File: src/rtl/dmem_write_buffer_port.sv
// dmem_write_buffer_port
//
// Pipeline-side initiator for the data memory. MEM-stage stores are queued
// in a small circular write buffer and drained to memory in the background;
// loads that hit a buffered store are forwarded combinationally, loads that
// miss stall the pipeline while a word read is issued over the memory
// req/ack handshake.
//
// Ports:
//   clk, rst     clock and synchronous active-high reset
//   Mem_Read     load command from the MEM stage
//   Mem_Write    store command from the MEM stage
//   Address      byte address (word index = Address[31:2])
//   Write_Data   store data
//   Read_Data    load result, valid when Mem_Read=1 and stall=0
//   stall        hold MEM stage and earlier stages this cycle
//   mem_req      registered memory request
//   mem_we       1=write, 0=read, stable while mem_req=1
//   mem_addr     word-aligned memory address, stable while mem_req=1
//   mem_wdata    write data, stable while mem_req=1
//   mem_ack      one-cycle completion pulse from memory
//   mem_rdata    read data, valid in the mem_ack cycle

module dmem_write_buffer_port #(
    parameter int WB_DEPTH = 4
) (
    input  logic        clk,
    input  logic        rst,
    input  logic        Mem_Read,
    input  logic        Mem_Write,
    input  logic [31:0] Address,
    input  logic [31:0] Write_Data,
    output logic [31:0] Read_Data,
    output logic        stall,
    output logic        mem_req,
    output logic        mem_we,
    output logic [31:0] mem_addr,
    output logic [31:0] mem_wdata,
    input  logic        mem_ack,
    input  logic [31:0] mem_rdata
);

    localparam int PW = $clog2(WB_DEPTH);

    typedef enum logic [1:0] {
        IDLE,
        WR_BUSY,
        RD_BUSY,
        RD_DONE
    } state_t;

    state_t        state;
    logic [29:0]   wb_idx  [WB_DEPTH];
    logic [31:0]   wb_data [WB_DEPTH];
    logic [PW-1:0] head;
    logic [PW-1:0] tail;
    logic [PW:0]   count;
    logic [31:0]   rd_word;

    logic          hit;
    logic [31:0]   fwd_data;
    logic [PW-1:0] slot;
    logic          full;
    logic          load_miss;
    logic          enq;
    logic          deq;
    logic          addr_unused;

    // Byte offset bits never matter for word accesses.
    assign addr_unused = &{1'b0, Address[1:0]};

    // Walk the valid entries oldest to newest so the last match wins,
    // giving the newest buffered store to a forwarded load.
    always_comb begin
        hit      = 1'b0;
        fwd_data = 32'd0;
        slot     = '0;
        for (int i = 0; i < WB_DEPTH; i++) begin
            slot = head + PW'(i);
            if (((PW+1)'(i) < count) && (wb_idx[slot] == Address[31:2])) begin
                hit      = 1'b1;
                fwd_data = wb_data[slot];
            end
        end
    end

    assign full      = (count == (PW+1)'(WB_DEPTH));
    assign load_miss = Mem_Read && !hit;
    // A store alongside a load is dropped; the load always wins.
    assign enq       = Mem_Write && !Mem_Read && !full;
    // The head entry stays visible to forwarding until the ack edge.
    assign deq       = (state == WR_BUSY) && mem_req && mem_ack;

    always_comb begin
        if (Mem_Read) begin
            stall = !hit && (state != RD_DONE);
        end else begin
            stall = Mem_Write && full;
        end
    end

    always_comb begin
        Read_Data = 32'd0;
        if (Mem_Read) begin
            if (hit) begin
                Read_Data = fwd_data;
            end else if (state == RD_DONE) begin
                Read_Data = rd_word;
            end
        end
    end

    // Buffer storage needs no reset: count alone decides which slots are live.
    always_ff @(posedge clk) begin
        if (enq) begin
            wb_idx[tail]  <= Address[31:2];
            wb_data[tail] <= Write_Data;
        end
    end

    // Control FSM, buffer pointers and the registered memory interface.
    // A read following a drain enters RD_BUSY with mem_req low and raises it
    // one cycle later, which guarantees an idle cycle between requests.
    always_ff @(posedge clk) begin
        if (rst) begin
            state     <= IDLE;
            head      <= '0;
            tail      <= '0;
            count     <= '0;
            mem_req   <= 1'b0;
            mem_we    <= 1'b0;
            mem_addr  <= 32'd0;
            mem_wdata <= 32'd0;
            rd_word   <= 32'd0;
        end else begin
            if (enq) begin
                tail <= tail + PW'(1);
            end
            if (deq) begin
                head <= head + PW'(1);
            end
            case ({enq, deq})
                2'b10:   count <= count + (PW+1)'(1);
                2'b01:   count <= count - (PW+1)'(1);
                default: count <= count;
            endcase

            case (state)
                IDLE: begin
                    if (load_miss) begin
                        state    <= RD_BUSY;
                        mem_req  <= 1'b1;
                        mem_we   <= 1'b0;
                        mem_addr <= {Address[31:2], 2'b00};
                    end else if (count != '0) begin
                        state     <= WR_BUSY;
                        mem_req   <= 1'b1;
                        mem_we    <= 1'b1;
                        mem_addr  <= {wb_idx[head], 2'b00};
                        mem_wdata <= wb_data[head];
                    end
                end
                WR_BUSY: begin
                    if (deq) begin
                        mem_req <= 1'b0;
                        state   <= load_miss ? RD_BUSY : IDLE;
                    end
                end
                RD_BUSY: begin
                    if (!mem_req) begin
                        mem_req  <= 1'b1;
                        mem_we   <= 1'b0;
                        mem_addr <= {Address[31:2], 2'b00};
                    end else if (mem_ack) begin
                        rd_word <= mem_rdata;
                        mem_req <= 1'b0;
                        state   <= RD_DONE;
                    end
                end
                RD_DONE: begin
                    state <= IDLE;
                end
                default: begin
                    state <= IDLE;
                end
            endcase
        end
    end

endmodule

File: config.mk
export PLATFORM = sky130hd
export DESIGN_NAME = dmem_write_buffer_port
export DESIGN_NICKNAME = d
export VERILOG_FILES = /design/src/rtl/dmem_write_buffer_port.sv
export SDC_FILE = /design/constraint.sdc
export NUM_CORES = 1
export LEC_CHECK = 0
export CORE_MARGIN = 2
export CORE_UTILIZATION = 55
export CTS_CLUSTER_SIZE = 28
export DETAILED_ROUTE_END_ITERATION = 8
export GPL_ROUTABILITY_DRIVEN = 0
export PLACE_DENSITY_LB_ADDON = 0.1
export SYNTH_ARGS = -nofsm -noshare
export SYNTH_HDL_FRONTEND = slang
export SYNTH_SLANG_ARGS = --single-unit
File: constraint.sdc
create_clock -name clk -period 7.6 [get_ports clk]
set_input_delay 2.28 -clock clk [delete_from_list [all_inputs] [get_ports clk]]
set_output_delay 2.28 -clock clk [all_outputs]
set_load 0.01 [all_outputs]
# Word-level counts from Yosys, hierarchy flattened
# Memories as Yosys holds them, arrays and structs flattened. A register that Yosys moved wholly into a read port is not among the register bits.
# Index checks and enable logic that the tools add are counted.
[word_totals]
reg_bits = 107
latchBits = 0
ramBits = 248
rom_bits = 0
input_bits = 101
out_inout_bits = 99
wordCells = 101
memories = 2
[classes]
addsub = 6
multipliers = 0
div = 0
n_lt_le_gt_ge = 4
eq_ne = 16
shifts = 0
n_mux = 39
bitwise = 1
reduce_logical = 24
[mem_list]
columns = ["name", "words", "width", "rd", "rd_ports_with_merged_regs", "write_ports", "line", "source"]
rows = [
  ["wb_data", 4, 32, 4, 1, 1, "54", "logic [31:0] wb_data [WB_DEPTH];"],
  ["wb_idx", 4, 30, 4, 1, 1, "53", "logic [29:0] wb_idx [WB_DEPTH];"],
]
[op_table]
columns = ["cell", "n"]
rows = [
  ["$mux W32", 10],
  ["$eq A30 B30 Y1", 4],
  ["$pmux W32 S2", 1],
  ["$mux W2", 10],
  ["$mux W1", 14],
  ["$reduce_and A3 Y1", 4],
  ["$logic_and A1 B1 Y1", 11],
  ["$ne A2 B2 Y1 const B", 5],
  ["$pmux W2 S4", 1],
  ["$eq A2 B2 Y1 const B", 3],
  ["$lt A1 B3 Y1 const A", 2],
  ["$lt A2 B3 Y1 const A", 2],
  ["$pmux W3 S2", 1],
  ["$reduce_bool A3 Y1", 2],
  ["$add A2 B1 Y2 const B", 2],
  ["$add A2 B2 Y2 const B", 2],
  ["$eq A2 B1 Y1 const B", 2],
  ["$reduce_and A4 Y1", 1],
  ["$reduce_bool A2 Y1", 2],
  ["$add A3 B1 Y3 const B", 1],
  ["$eq A3 B3 Y1 const B", 1],
  ["$logic_not A1 Y1", 3],
  ["$ne A3 B3 Y1 const B", 1],
  ["$pmux W1 S3", 1],
  ["4 further kinds", 4],
]

# Logic depth before layout (Yosys ltp)
# Gate-level depths: netlist of the first run.
# An unclocked memory read counts as a cell.
[depth]
word_depth = 12
mapped_depth = 15
mapped_depth_nobuf = 11

# Least setup slack after synthesis of the first run
# Ideal clock, no wire load.
[synth_path]
path_kind = "in2out"
startpoint = "input Address[30]"
endpoint = "output Read_Data[20]"
arrival_ns = 4.695
t_required_ns = 5.320
path_slack_ns = 0.625
cell_stages = 13
n_path_buf = 4
cell_sequence = "clkbuf_1 inv_1 o21ai_0 or4_1 a2111oi_0 and3_1 buf_2 a21o_1 or2_1 buf_2 buf_4 a21oi_1 nor4_2"
[synth_between]
elab_chain_cells = 8
elab_cells_between_ends = 18
cone_classes = "eq/ne: 4; mux: 10; reduce/logical: 4"
[synth_rtl]
columns = ["item", "line", "source"]
rows = [
  ["from (decl)", "31", "input logic [31:0] Address,"],
  ["$eq A30 B30 Y1", "80", "if (((PW+1)'(i) < count) && (wb_idx[slot] == Address[31:2])) begin"],
  ["$logic_and A1 B1 Y1", "80", ""],
  ["$mux W32 / $mux W1 (equally long branches) (4 in series)", "80", ""],
  ["$mux W32 (*)", "105", "if (hit) begin"],
  ["$mux W32 (*)", "104", "if (Mem_Read) begin"],
  ["to (decl)", "33", "output logic [31:0] Read_Data,"],
]
# Mark *: on every way between the ends. The rest lies on a longest branch, timed or not.

# Final worst setup path of the first run
[layout_path]
startpoint = "input Address[5]"
endpoint = "output Read_Data[8]"
# The elaborated chain is that of the path after synthesis.

==> metrics.cfg, run 1 <==
[clock_tree]
cts_tree = built
cts_root_buf = clkbuf_16
cts_sinks = 355
htree_levels = 2
cts_buffer_depth = 3
clk_latency_ns = 0.58
clkTransAtPathRegs_ns = 0.06
cts_buffers = 40

[critical_path]
critPathSlowestCell = a2111oi_4
worstSetupStartpointType = input pin
path_cells = dlygate4sd2_1, buf_6, xor2_1, nand4_1, a2111oi_4, buf_4, and3_4, buf_12, buf_12, buf_12, nand2_1, o211ai_1, a211oi_2, nor4_2, buf_2
worstPathMaxFanout = 9
crit_top_cell = buf_12
cp-end-kind = output port
worstPathRequired_ns = 5.32
arrival_ns = 5.33
crit_type = input pin to output port
max_stage_delay_ns = 0.42

[sta]
finalHoldViolCount = 0
fin_crit_ns = 7.61
setup_slack_ns = -0.0118
max_freq_mhz = 131
slew_violations = 0
clock-skew-final_ns = 0.0199
worst_slew_pin_slew_ns = 1.09
finalSetupViolCount = 2
fin_crit_sh = 1.00
slew_headroom = 0.257

[global_route]
track_usage = 0.335
grt_pass1_wl_um = 104000
grt_start_max_net_pins = 88
antenna_found_initial = 3
grt_pass1_vias = 17777
grt-ovfl-total = 0

[layout]
final_nets = 2251
fin_cells = 2700
syn2layout_area_growth_pct = 24.6
fin_area_sq_um = 27300
final_common_cell = edfxtp_1
final_cell_mix = 248 x edfxtp_1, 198 x buf_4, 191 x nand2_1, 187 x mux2i_1, 139 x clkdlybuf4s50_1
drive_above_1_share = 0.287

[worst_hold_path]
hold_class = register to register

[run_status]
status = finished, violations left
violations = negative setup slack

[route]
wirelength_um = 70500
vias_per_cell = 6.63
detail-route-antenna-nets = 0
wl_per_cell_um = 26.1
vias = 17906
drt-pass1-iter-count = 6
drt_iter0_drc = 1859
drcViolationCount = 0

[yosys]
ys_ff_latch = 355
netlist_area_sq_um = 21900
syn_area_per_cell_sq_um = 11.8
synth_flop_cell = edfxtp_1
netlist-cell-type-count = 79
async_reset_ff_frac = 0
synth_cells = 1849
yosys_warnings = 0
yosysSeqAreaShare = 0.438
synth_edf_count = 248

[die]
floorplan.initialDensity = 0.554
die_h_um = 204
row_count = 73
io_pins = 200
dieArea_sq_um = 41400
chipWidth_um = 204
fp.coreArea_sq_um = 39500

[placement]
port_buffers = 195
dpl.hpwl_um = 47200
place_area_sq_um = 25300
place_ws_ns = -0.800
place_inst = 2595

[flow_run]
cap_violations = 0

[pwr]
clkPwrFrac = 0.395
internal_power_mw = 3.67
peakVddDrop_uv = 186
power_switching_mw = 1.30
p_total_mw = 4.97
leakagePower_nw = 9.15
seqPwrFrac = 0.445
netSwitchingFraction = 0.262
comb_power_share = 0.160
power_density_nw_per_um2 = 182

## stage by stage
step,utilization,hold WS [ns],setup TNS [ns]
floorplan,-,0.437,0
global placement,0.641,0.444,-23.22
detailed placement,0.641,0.447,-23.13
CTS,0.683,0.455,0
global route,0.690,0.475,-0.246
finish,0.690,0.457,-0.0180
## per-layer routing
layer	vias up	track usage	part of all wire
met3	260	0.0623	0.088
li1	7757	-	-
met4	2	0.183	0.057
met5	-	0	0.00018
met2	1089	0.552	0.48
met1	8798	0.419	0.38
## area by class of cell
| type | instances | area (sq um) |
|---|---|---|
| Antenna cell | 2 | 5.00 |
| Clock buffer | 55 | 1130 |
| Clock inverter | 19 | 190 |
| Fill cell | 2875 | 12300 |
| Inverter | 22 | 82.6 |
| Multi-Input combinational cell | 1290 | 11700 |
| Sequential cell | 355 | 9600 |
| Tap cell | 525 | 657 |
| Timing Repair Buffer | 432 | 3950 |
## kinds of logic after synthesis
group | count (synthesis) | share of synthesized area
and+or+nand+nor | 457 | 0.112
other | 1 | 0.000171
buffers and inverters | 205 | 0.0488
DFF | 355 | 0.438
xor gates and xnor gates | 107 | 0.0431
AOI/OAI and AO/OA | 354 | 0.110
muxes | 361 | 0.243
adders and majority gates | 9 | 0.00514
## synth_stat cells (4+ instances only)
library cell,n,area (sq um)
buf_6,16,180
nand4_1,22,138
buf_2,26,130
edfxtp_1,248,7450
buf_8,6,90.1
xnor2_1,97,850
o31ai_1,30,225
buf_4,17,128
o2111ai_1,30,263
nor3_1,11,55.1
o211ai_1,29,218
a2111oi_0,5,43.8
mux2i_1,187,1870
nor2_1,70,263
buf_1,17,63.8
nor4_2,31,388
a22oi_1,8,60.1
nor4_1,11,68.8
nor2b_1,6,37.5
or3_1,32,200
and2_1,8,50.1
o22ai_1,10,62.6
inv_1,21,78.8
o2bb2ai_1,4,35.0
nand3_1,10,50.1
o21ai_0,45,225
and3_1,33,206
clkbuf_1,100,375
a21oi_1,115,576
dfxtp_1,107,2140
nand2_1,191,717
ha_1,9,113
a221oi_1,8,70.1
a211oi_1,23,173
xor2_1,9,78.8
and4_1,4,35.0
mux2_2,41,462
a211oi_2,11,138
mux4_2,132,2970
nor3b_1,5,37.5
## path summary, 6_finish.rpt
kind / from / endpoint / cells after the start / slack [ns]
worst max-delay path: Address[5] / Read_Data[8] / 15 / -0.01
worst min-delay path: rd_word[11]$_SDFFE_PP0P_ / rd_word[11]$_SDFFE_PP0P_ / 2 / 0.46
worst max register to register: head[0]$_SDFFE_PP0P_ / mem_addr[9]$_SDFFE_PP0P_ / 14 / 2.69
worst min register to register: rd_word[11]$_SDFFE_PP0P_ / rd_word[11]$_SDFFE_PP0P_ / 2 / 0.46
## repair_timing
action	CTS	global route
pin swaps	29	36
gates cloned	1	2
gates resized for setup	160	72
setup buffers	13	13
endpoints found under the setup margin	33	33
hold buffers	0	0
## flip-flops by register name, summed over array words and instances (netlist names), named ones only
register and count:
head 2, rd_word 32, mem_req 1, state 2, wb_data 128, tail 2
mem_wdata 32, mem_we 1, mem_addr 30, wb_idx 120, count 3
## power by group through the flow
stage	Combinational (mW)	Sequential (mW)	Clock, mW
finish	0.795	2.21	1.96
global route	0.835	2.22	2.06
CTS	0.771	2.21	1.98
floorplan	0.394	2.25	0
global placement	0.753	2.24	0
detailed placement	0.761	2.25	0
## critical path, delay by kind of cell
kind | cells | cell delay (ns)
AO/OA/AOI/OAI | 3 | 0.72
XOR/XNOR | 1 | 0.32
buffers and inverters | 7 | 1.13
AND/OR/NAND/NOR | 4 | 0.85
No activity file was read; power rests on OpenSTA's default activity.
==> inputs of run 2 (changes only) <==
- ABC_CLOCK_PERIOD_IN_PS: not set -> 7600
- CAP_MARGIN: not set -> 30
==> run 2 against run 1 <==
Compared with the run above: the flow now finishes without violations; sequential cell count stayed put; non-clock buffer count increased by 1; fmax increased by 1.0%; highest routed layer is now met4.
==> metrics.cfg, run 2 (same netlist as run 1, synthesis figures left out) <==
[run_status]
status = finished clean

[sta]
finalSetupTns_ns = 0  ; +0.0180 ns
finalSetupViolCount = 0  ; -2
clock-skew-final_ns = 0.0255  ; +0.00558 ns
setup_slack_ns = 0.0656  ; +0.0773 ns
slew_headroom = 0.368  ; +0.110
grt_setup_unrepaired = yes
worst_slew_pin_slew_ns = 0.949  ; -0.137 ns
fin_crit_sh = 0.991  ; -0.0102
slew_violations = 0  ; unchanged
finalHoldViolCount = 0  ; unchanged
max_freq_mhz = 133  ; +1.0%
fin_crit_ns = 7.53  ; -0.0773 ns

[worst_hold_path]
holdPathStages = 2  ; unchanged
hold_class = register to register
hp-start = rd_word[11]$_SDFFE_PP0P_

[route]
drt-pass1-iter-count = 6  ; unchanged
detail-route-antenna-nets = 0  ; unchanged
drcViolationCount = 0  ; unchanged
vias = 17679  ; -1.3%
vias_per_cell = 6.56  ; -1.2%
wl_per_cell_um = 26.0  ; -0.51%
drt_iter0_drc = 1838  ; -1.1%
wirelength_um = 70000  ; -0.62%

[die]
row_count = 73  ; unchanged
chipWidth_um = 204  ; unchanged
die_h_um = 204  ; unchanged
fp.coreArea_sq_um = 39500  ; unchanged
io_pins = 200  ; unchanged
floorplan.initialDensity = 0.554  ; unchanged
dieArea_sq_um = 41400  ; unchanged

[clock_tree]
cts_buffers = 39  ; -2.5%
cts_sinks = 355  ; unchanged
clkTransAtPathRegs_ns = 0.06  ; about the same
cts_buffer_depth = 3  ; unchanged
htree_levels = 2  ; unchanged
cts_root_buf = clkbuf_16
clk_latency_ns = 0.58  ; about the same
cts_tree = built

[global_route]
grt-ovfl-total = 0  ; unchanged
track_usage = 0.333  ; -0.00131
grt_pass1_vias = 17632  ; -0.82%
antenna_found_initial = 1  ; -2
grt_start_max_net_pins = 88  ; unchanged
grt_pass1_wl_um = 104000  ; -0.35%

[critical_path]
cp-startpoint = Address[9]
reg2regPathDepth = 14  ; unchanged
worstSetupStartpointType = input pin
crit-reg2reg-launch = head[0]$_SDFFE_PP0P_
arrival_ns = 5.25  ; -0.08 ns
cp-end-kind = output port
crit_type = input pin to output port
worstPathMaxFanout = 8  ; -1
worstPathRequired_ns = 5.32  ; about the same

[layout]
fillCellCount = 2796  ; -2.7%
drive_above_1_share = 0.295  ; +0.00763
fin_cells = 2697  ; -0.11%
regMostFlops = wb_data
final_common_cell = edfxtp_1
largest_register_ffs = 128  ; unchanged
reg_top3 = wb_data (128), wb_idx (120)
syn2layout_area_growth_pct = 25.2
final_nets = 2251  ; unchanged
final_cell_mix = 248 x edfxtp_1, 194 x buf_4, 191 x nand2_1, 187 x mux2i_1, 133 x clkdlybuf4s50_1
post-route-util = 0.693  ; +0.00329

[pwr]
internal_power_mw = 3.70  ; +0.81%
clkPwrFrac = 0.396  ; about the same
peakVddDrop_uv = 205  ; +10%
power_switching_mw = 1.29  ; -1.0%
comb_power_share = 0.161  ; about the same
seqPwrFrac = 0.443  ; -0.002
leakagePower_nw = 9.27  ; +1.3%
netSwitchingFraction = 0.258  ; -0.00350
power_density_nw_per_um2 = 182  ; -0.14%

[flow_run]
cap_violations = 0  ; unchanged

[placement]
place_inst = 2596  ; +0.039%
port_buffers = 195  ; unchanged
place_ws_ns = -0.856  ; -0.0557 ns
dpl.hpwl_um = 47300  ; +0.20%

==> run 2: cell count changes in the layout (fill, tap and decap cells not counted), moves of 4 or more <==
cell | previous run | this run
buf_2 | 20 | 27
buf_4 | 198 | 194
buf_6 | 16 | 20
clkdlybuf4s50_1 | 139 | 133
dlymetal6s2s_1 | 11 | 16
xnor2_1 | 86 | 77
xnor2_2 | 12 | 20
==> run 2: path summary, 6_finish.rpt <==
kind                                     to  slack [ns]
setup reg to reg  mem_addr[12]$_SDFFE_PP0P_        2.69
setup / recovery              Read_Data[21]        0.07
hold / removal     rd_word[11]$_SDFFE_PP0P_        0.46
hold reg to reg    rd_word[11]$_SDFFE_PP0P_        0.46
==> run 2: metrics by stage <==
stage	hold WS [ns]	total power, mW	area (sq um)
global route	0.474	5.14	27400
CTS	0.456	4.98	26900
detailed placement	0.447	3.01	25400
finish	0.458	4.98	27400
floorplan	0.437	2.64	21900
global placement	0.444	3.00	25300
==> run 2: power by group through the flow <==
stage                     Sequential (mW)  Clock [mW]  Combinational [mW]
after global routing                 2.22        2.08               0.842
after global placement               2.24           0               0.753
after detailed placement             2.25           0               0.763
after CTS                            2.21        2.00               0.772
after floorplan                      2.25           0               0.394
final                                2.21        1.97               0.801
==> run 2: cell type report <==
cell class / count / area, sq um / share of cell area
antenna: 1 / 2.50 / 0.0000912
clock buffer: 52 / 1120 / 0.0408
clock inverter: 19 / 206 / 0.00753
inverter: 22 / 82.6 / 0.00301
multi-input combinational: 1290 / 11800 / 0.430
sequential: 355 / 9600 / 0.350
tap: 525 / 657 / 0.0240
timing repair buffer: 433 / 3970 / 0.145
==> run 2: repair_timing <==
| action | CTS | global route |
|---|---|---|
| buffers inserted | 9 | 19 |
| gates cloned | 0 | 1 |
| gates resized for setup | 183 | 93 |
| hold buffers | 0 | 0 |
| pin swaps | 31 | 28 |
| endpoints found under the setup margin | 33 | 33 |
==> run 2: layer usage <==
metal / track usage / share of wire / up-vias
met5: 0 / 0 / -
met4: 0.189 / 0.065 / 0
met3: 0.0591 / 0.080 / 267
met2: 0.552 / 0.48 / 987
met1: 0.415 / 0.38 / 8682
li1: - / - / 7743
==> run 2: worst max-delay path, stage by stage <==
cell and delay, ns:
clkdlybuf4s50_1 0.40, buf_4 0.17, a221o_1 0.33, nor2_1 0.16, a22oi_1 0.10, buf_4 0.17, nor4_4 0.30, and3_4 0.26
buf_4 0.14, mux2_2 0.33, a21oi_1 0.15, o211a_1 0.19, dlygate4sd2_1 0.28
==> inputs of run 3 (changes only) <==
- ABC_AREA: not set -> 1
- GPL_ROUTABILITY_DRIVEN: 0 -> not set
==> run 3 against run 2 <==
Compared with the run above: power rose by 7.0%; largest power group unchanged; non-clock buffer count down 117; first-iteration DRC count increased by 78%; sequential share of layout area is 1.0 points higher; synthesized cell count up 80%.
==> metrics.cfg, run 3 <==
[yosys]
synth_commonest_cells = 1,561 x nand2_1, 284 x nor2_1, 250 x nand3_1, 248 x edfxtp_1, 209 x o21ai_0
syn_area_per_cell_sq_um = 6.74  ; -43%
synth_top_cell_area_share = 0.331  ; -0.00892
synth_top_family_by_area = simple AND/OR/NAND/NOR gates
synth_cells = 3336  ; +80%
synth-simple-area-share = 0.379  ; +0.267
yosysMostFrequentCell = nand2_1
synth_mux_area_frac = 0  ; -0.243
async_reset_ff_frac = 0  ; unchanged
yosysSeqAreaShare = 0.426  ; -0.0115
synth_edf_count = 248  ; unchanged
ys_ff_latch = 355  ; unchanged
synth_compound_area_frac = 0.119  ; +0.00878
netlist_area_sq_um = 22500  ; +2.7%
synth_top_area_cell = edfxtp_1
yosys_warnings = 0  ; unchanged
synth_xor_xnor_area_share = 0.000389  ; -0.0427
synth_flop_cell = edfxtp_1
netlist-cell-type-count = 32  ; -59%
synth_fa_ha_area_frac = 0.00501  ; -0.000135
synthTopCellsByArea = edfxtp_1 33%, nand2_1 26%, dfxtp_1 9.5%

[critical_path]
max_stage_delay_ns = 0.58  ; +0.18 ns
worstSetupStartpointType = input pin
r2r-end = mem_addr[25]$_SDFFE_PP0P_
cp_num_buf_inv = 5  ; unchanged
cp-end-kind = output port
crit-reg2reg-launch = head[0]$_SDFFE_PP0P_
path_cells = clkdlybuf4s50_1, buf_4, nand3_1, nand2_1, nor2_1, nand2_1, nor2_1, nand2_1, nor2_4, buf_4, buf_4, a31oi_1, a21oi_2, clkdlybuf4s50_1
r2r_slack_ns = 2.42  ; -0.27 ns
worstPathMaxFanout = 20  ; +12
cp_top_family = buffers and inverters
worstPathRequired_ns = 5.32  ; about the same
crit_type = input pin to output port
reg2regPathDepth = 22  ; +8
critPathSlowestCell = clkdlybuf4s50_1
arrival_ns = 5.21  ; -0.04 ns

[placement]
gp_congestion = 0.952
place_area_sq_um = 25200  ; -0.64%
dpl.hpwl_um = 50900  ; +7.6%
place_ws_ns = -0.0697  ; +0.786 ns
port_buffers = 195  ; unchanged

[clock_tree]
cts_buffers = 40  ; +2.6%
post-cts-setup-buffer-count = 0  ; -9
clk_latency_ns = 0.59  ; about the same
cts_root_buf = clkbuf_16
cts_tree = built
clkTransAtPathRegs_ns = 0.06  ; about the same
cts_buffer_depth = 3  ; unchanged
htree_levels = 2  ; unchanged
cts_sinks = 355  ; unchanged
ctsHoldBuffers = 0  ; unchanged

[flow_run]
cap_violations = 0  ; unchanged

[global_route]
grt_pass1_wl_um = 121000  ; +16%
grt-ovfl-total = 0  ; unchanged
grt_pass1_vias = 22638  ; +28%
grt_start_max_net_pins = 116  ; +32%
track_usage = 0.371  ; +0.0378
antenna_found_initial = 4  ; +3

[sta]
slew_violations = 0  ; unchanged
setup_slack_ns = 0.111  ; +0.0458 ns
finalHoldViolCount = 0  ; unchanged
whs_ns = 0.464  ; +0.00616 ns
finalSetupTns_ns = 0  ; unchanged
slew_headroom = 0.283  ; -0.0843
worst_slew_pin_slew_ns = 1.07  ; +0.124 ns
clock-skew-final_ns = 0.0148  ; -0.0106 ns
fin_crit_ns = 7.49  ; -0.0458 ns
finalSetupViolCount = 0  ; unchanged
fin_crit_sh = 0.985  ; -0.00603
max_freq_mhz = 134  ; +0.61%

[pwr]
peakVddDrop_uv = 182  ; -11%
power_switching_mw = 1.63  ; +26%
internal_power_mw = 3.70  ; +0.24%
netSwitchingFraction = 0.305  ; +0.0469
power_density_nw_per_um2 = 200  ; +10%
clkPwrFrac = 0.368  ; -0.028
comb_power_share = 0.214  ; +0.053
seqPwrFrac = 0.418  ; -0.025
leakagePower_nw = 11.8  ; +28%

[route]
drcViolationCount = 0  ; unchanged
drt-pass1-iter-count = 8  ; +2
vias = 24102  ; +36%
drt_iter0_drc = 3264  ; +78%
vias_per_cell = 5.94  ; -9.4%
wirelength_um = 80500  ; +15%
detail-route-antenna-nets = 0  ; unchanged
wl_per_cell_um = 19.9  ; -24%

[layout]
final_nets = 3601  ; +60%
reg_top3 = wb_data (128), wb_idx (120)
post-route-util = 0.654  ; -0.0390
regMostFlops = wb_data
largest_register_ffs = 128  ; unchanged
fillCellCount = 3552  ; +27%
final_cell_mix = 1,560 x nand2_1, 274 x nor2_1, 249 x nand3_1, 248 x edfxtp_1, 209 x o21ai_0
final_common_cell = nand2_1
fin_area_sq_um = 26600  ; -3.0%
drive_above_1_share = 0.0642  ; -0.231
syn2layout_area_growth_pct = 18.2

[die]
die_h_um = 206  ; +1.3%
dieArea_sq_um = 42500  ; +2.6%
chipWidth_um = 206  ; +1.3%
floorplan.initialDensity = 0.554  ; about the same
row_count = 74  ; +1.4%
io_pins = 200  ; unchanged
fp.coreArea_sq_um = 40600  ; +2.8%

[worst_hold_path]
hp-start = mem_we$_SDFFE_PP0P_
min_to = mem_we$_SDFFE_PP0P_
hold_class = register to register
holdPathStages = 2  ; unchanged

[run_status]
status = finished clean

==> run 3: changes by cell type after synthesis, sizes merged, moves of 119 or more <==
| cell | delta |
|---|---|
| inv | +119 |
| mux4 | -132 |
| nor2 | +217 |
| mux2i | -187 |
| nand2 | +1378 |
| nand3 | +242 |
| o21ai | +166 |
==> run 3: tightest hold or removal path: cells and delay by family (launching register included) <==
kind	cells	cell delay (ns)
and+or+nand+nor	1	0.06
AOI/OAI and AO/OA	1	0.05
DFF	1	0.31
==> run 3: power by group through the flow <==
stage / sequential [mW] / clock [mW] / combinational, mW
after floorplan: 2.28 / 0 / 0.659
after global placement: 2.26 / 0 / 1.09
after detailed placement: 2.27 / 0 / 1.11
after CTS: 2.23 / 1.97 / 1.12
after global routing: 2.24 / 2.05 / 1.25
final: 2.23 / 1.96 / 1.14
==> run 3: area by class of cell <==
class	instances	area, sq um	share of cell area
antenna	3	7.51	0.000282
multi-input combinational	2638	11400	0.430
tap	532	666	0.0250
clock buffer	57	1170	0.0438
timing repair buffer	316	3050	0.115
clock inverter	16	148	0.00555
inverter	140	531	0.0199
sequential	355	9590	0.361
==> run 3: per-layer routing <==
layer	track usage	up-vias	wire length [um]
li1	-	11224	-
met1	0.446	11012	29500
met2	0.604	1515	36800
met3	0.0681	347	8390
met4	0.260	4	5850
met5	0	-	30
==> run 3: how the worst max path moves through the flow <==
stage | from | to | slack, ns | cells past startpoint
detailed placement | Address[8] | Read_Data[21] | -0.07 | 18
global route | Address[11] | Read_Data[31] | -0.02 | 19
floorplan | Address[31] | Read_Data[23] | 1.45 | 15
finish | Address[5] | Read_Data[3] | 0.11 | 14
global placement | Address[8] | Read_Data[17] | -0.07 | 17
CTS | Address[5] | Read_Data[9] | 0.008 | 18
==> run 3: logic make-up (layout without fill, tap and decap cells) <==
logic type | count (synthesis) | after routing
flops | 355 | 355
compound gates | 486 | 486
buf+inv | 344 | 529
xor+xnor | 1 | 1
fa+ha+maj | 9 | 9
other cells | 1 | 5
simple gates | 2140 | 2140
==> run 3: repair_timing <==
| action | in CTS | in global routing |
|---|---|---|
| resized for setup | 4 | 24 |
| pin swaps | 0 | 1 |
| endpoints found under the setup margin | 23 | 31 |
==> run 3: per-stage QoR <==
step	cells	total power, mW
3_3_place_gp	3979	3.35
3_5_place_dp	3981	3.38
5_1_grt	4056	5.54
2_1_floorplan	3337	2.94
4_1_cts	4054	5.32
6_report	4057	5.33
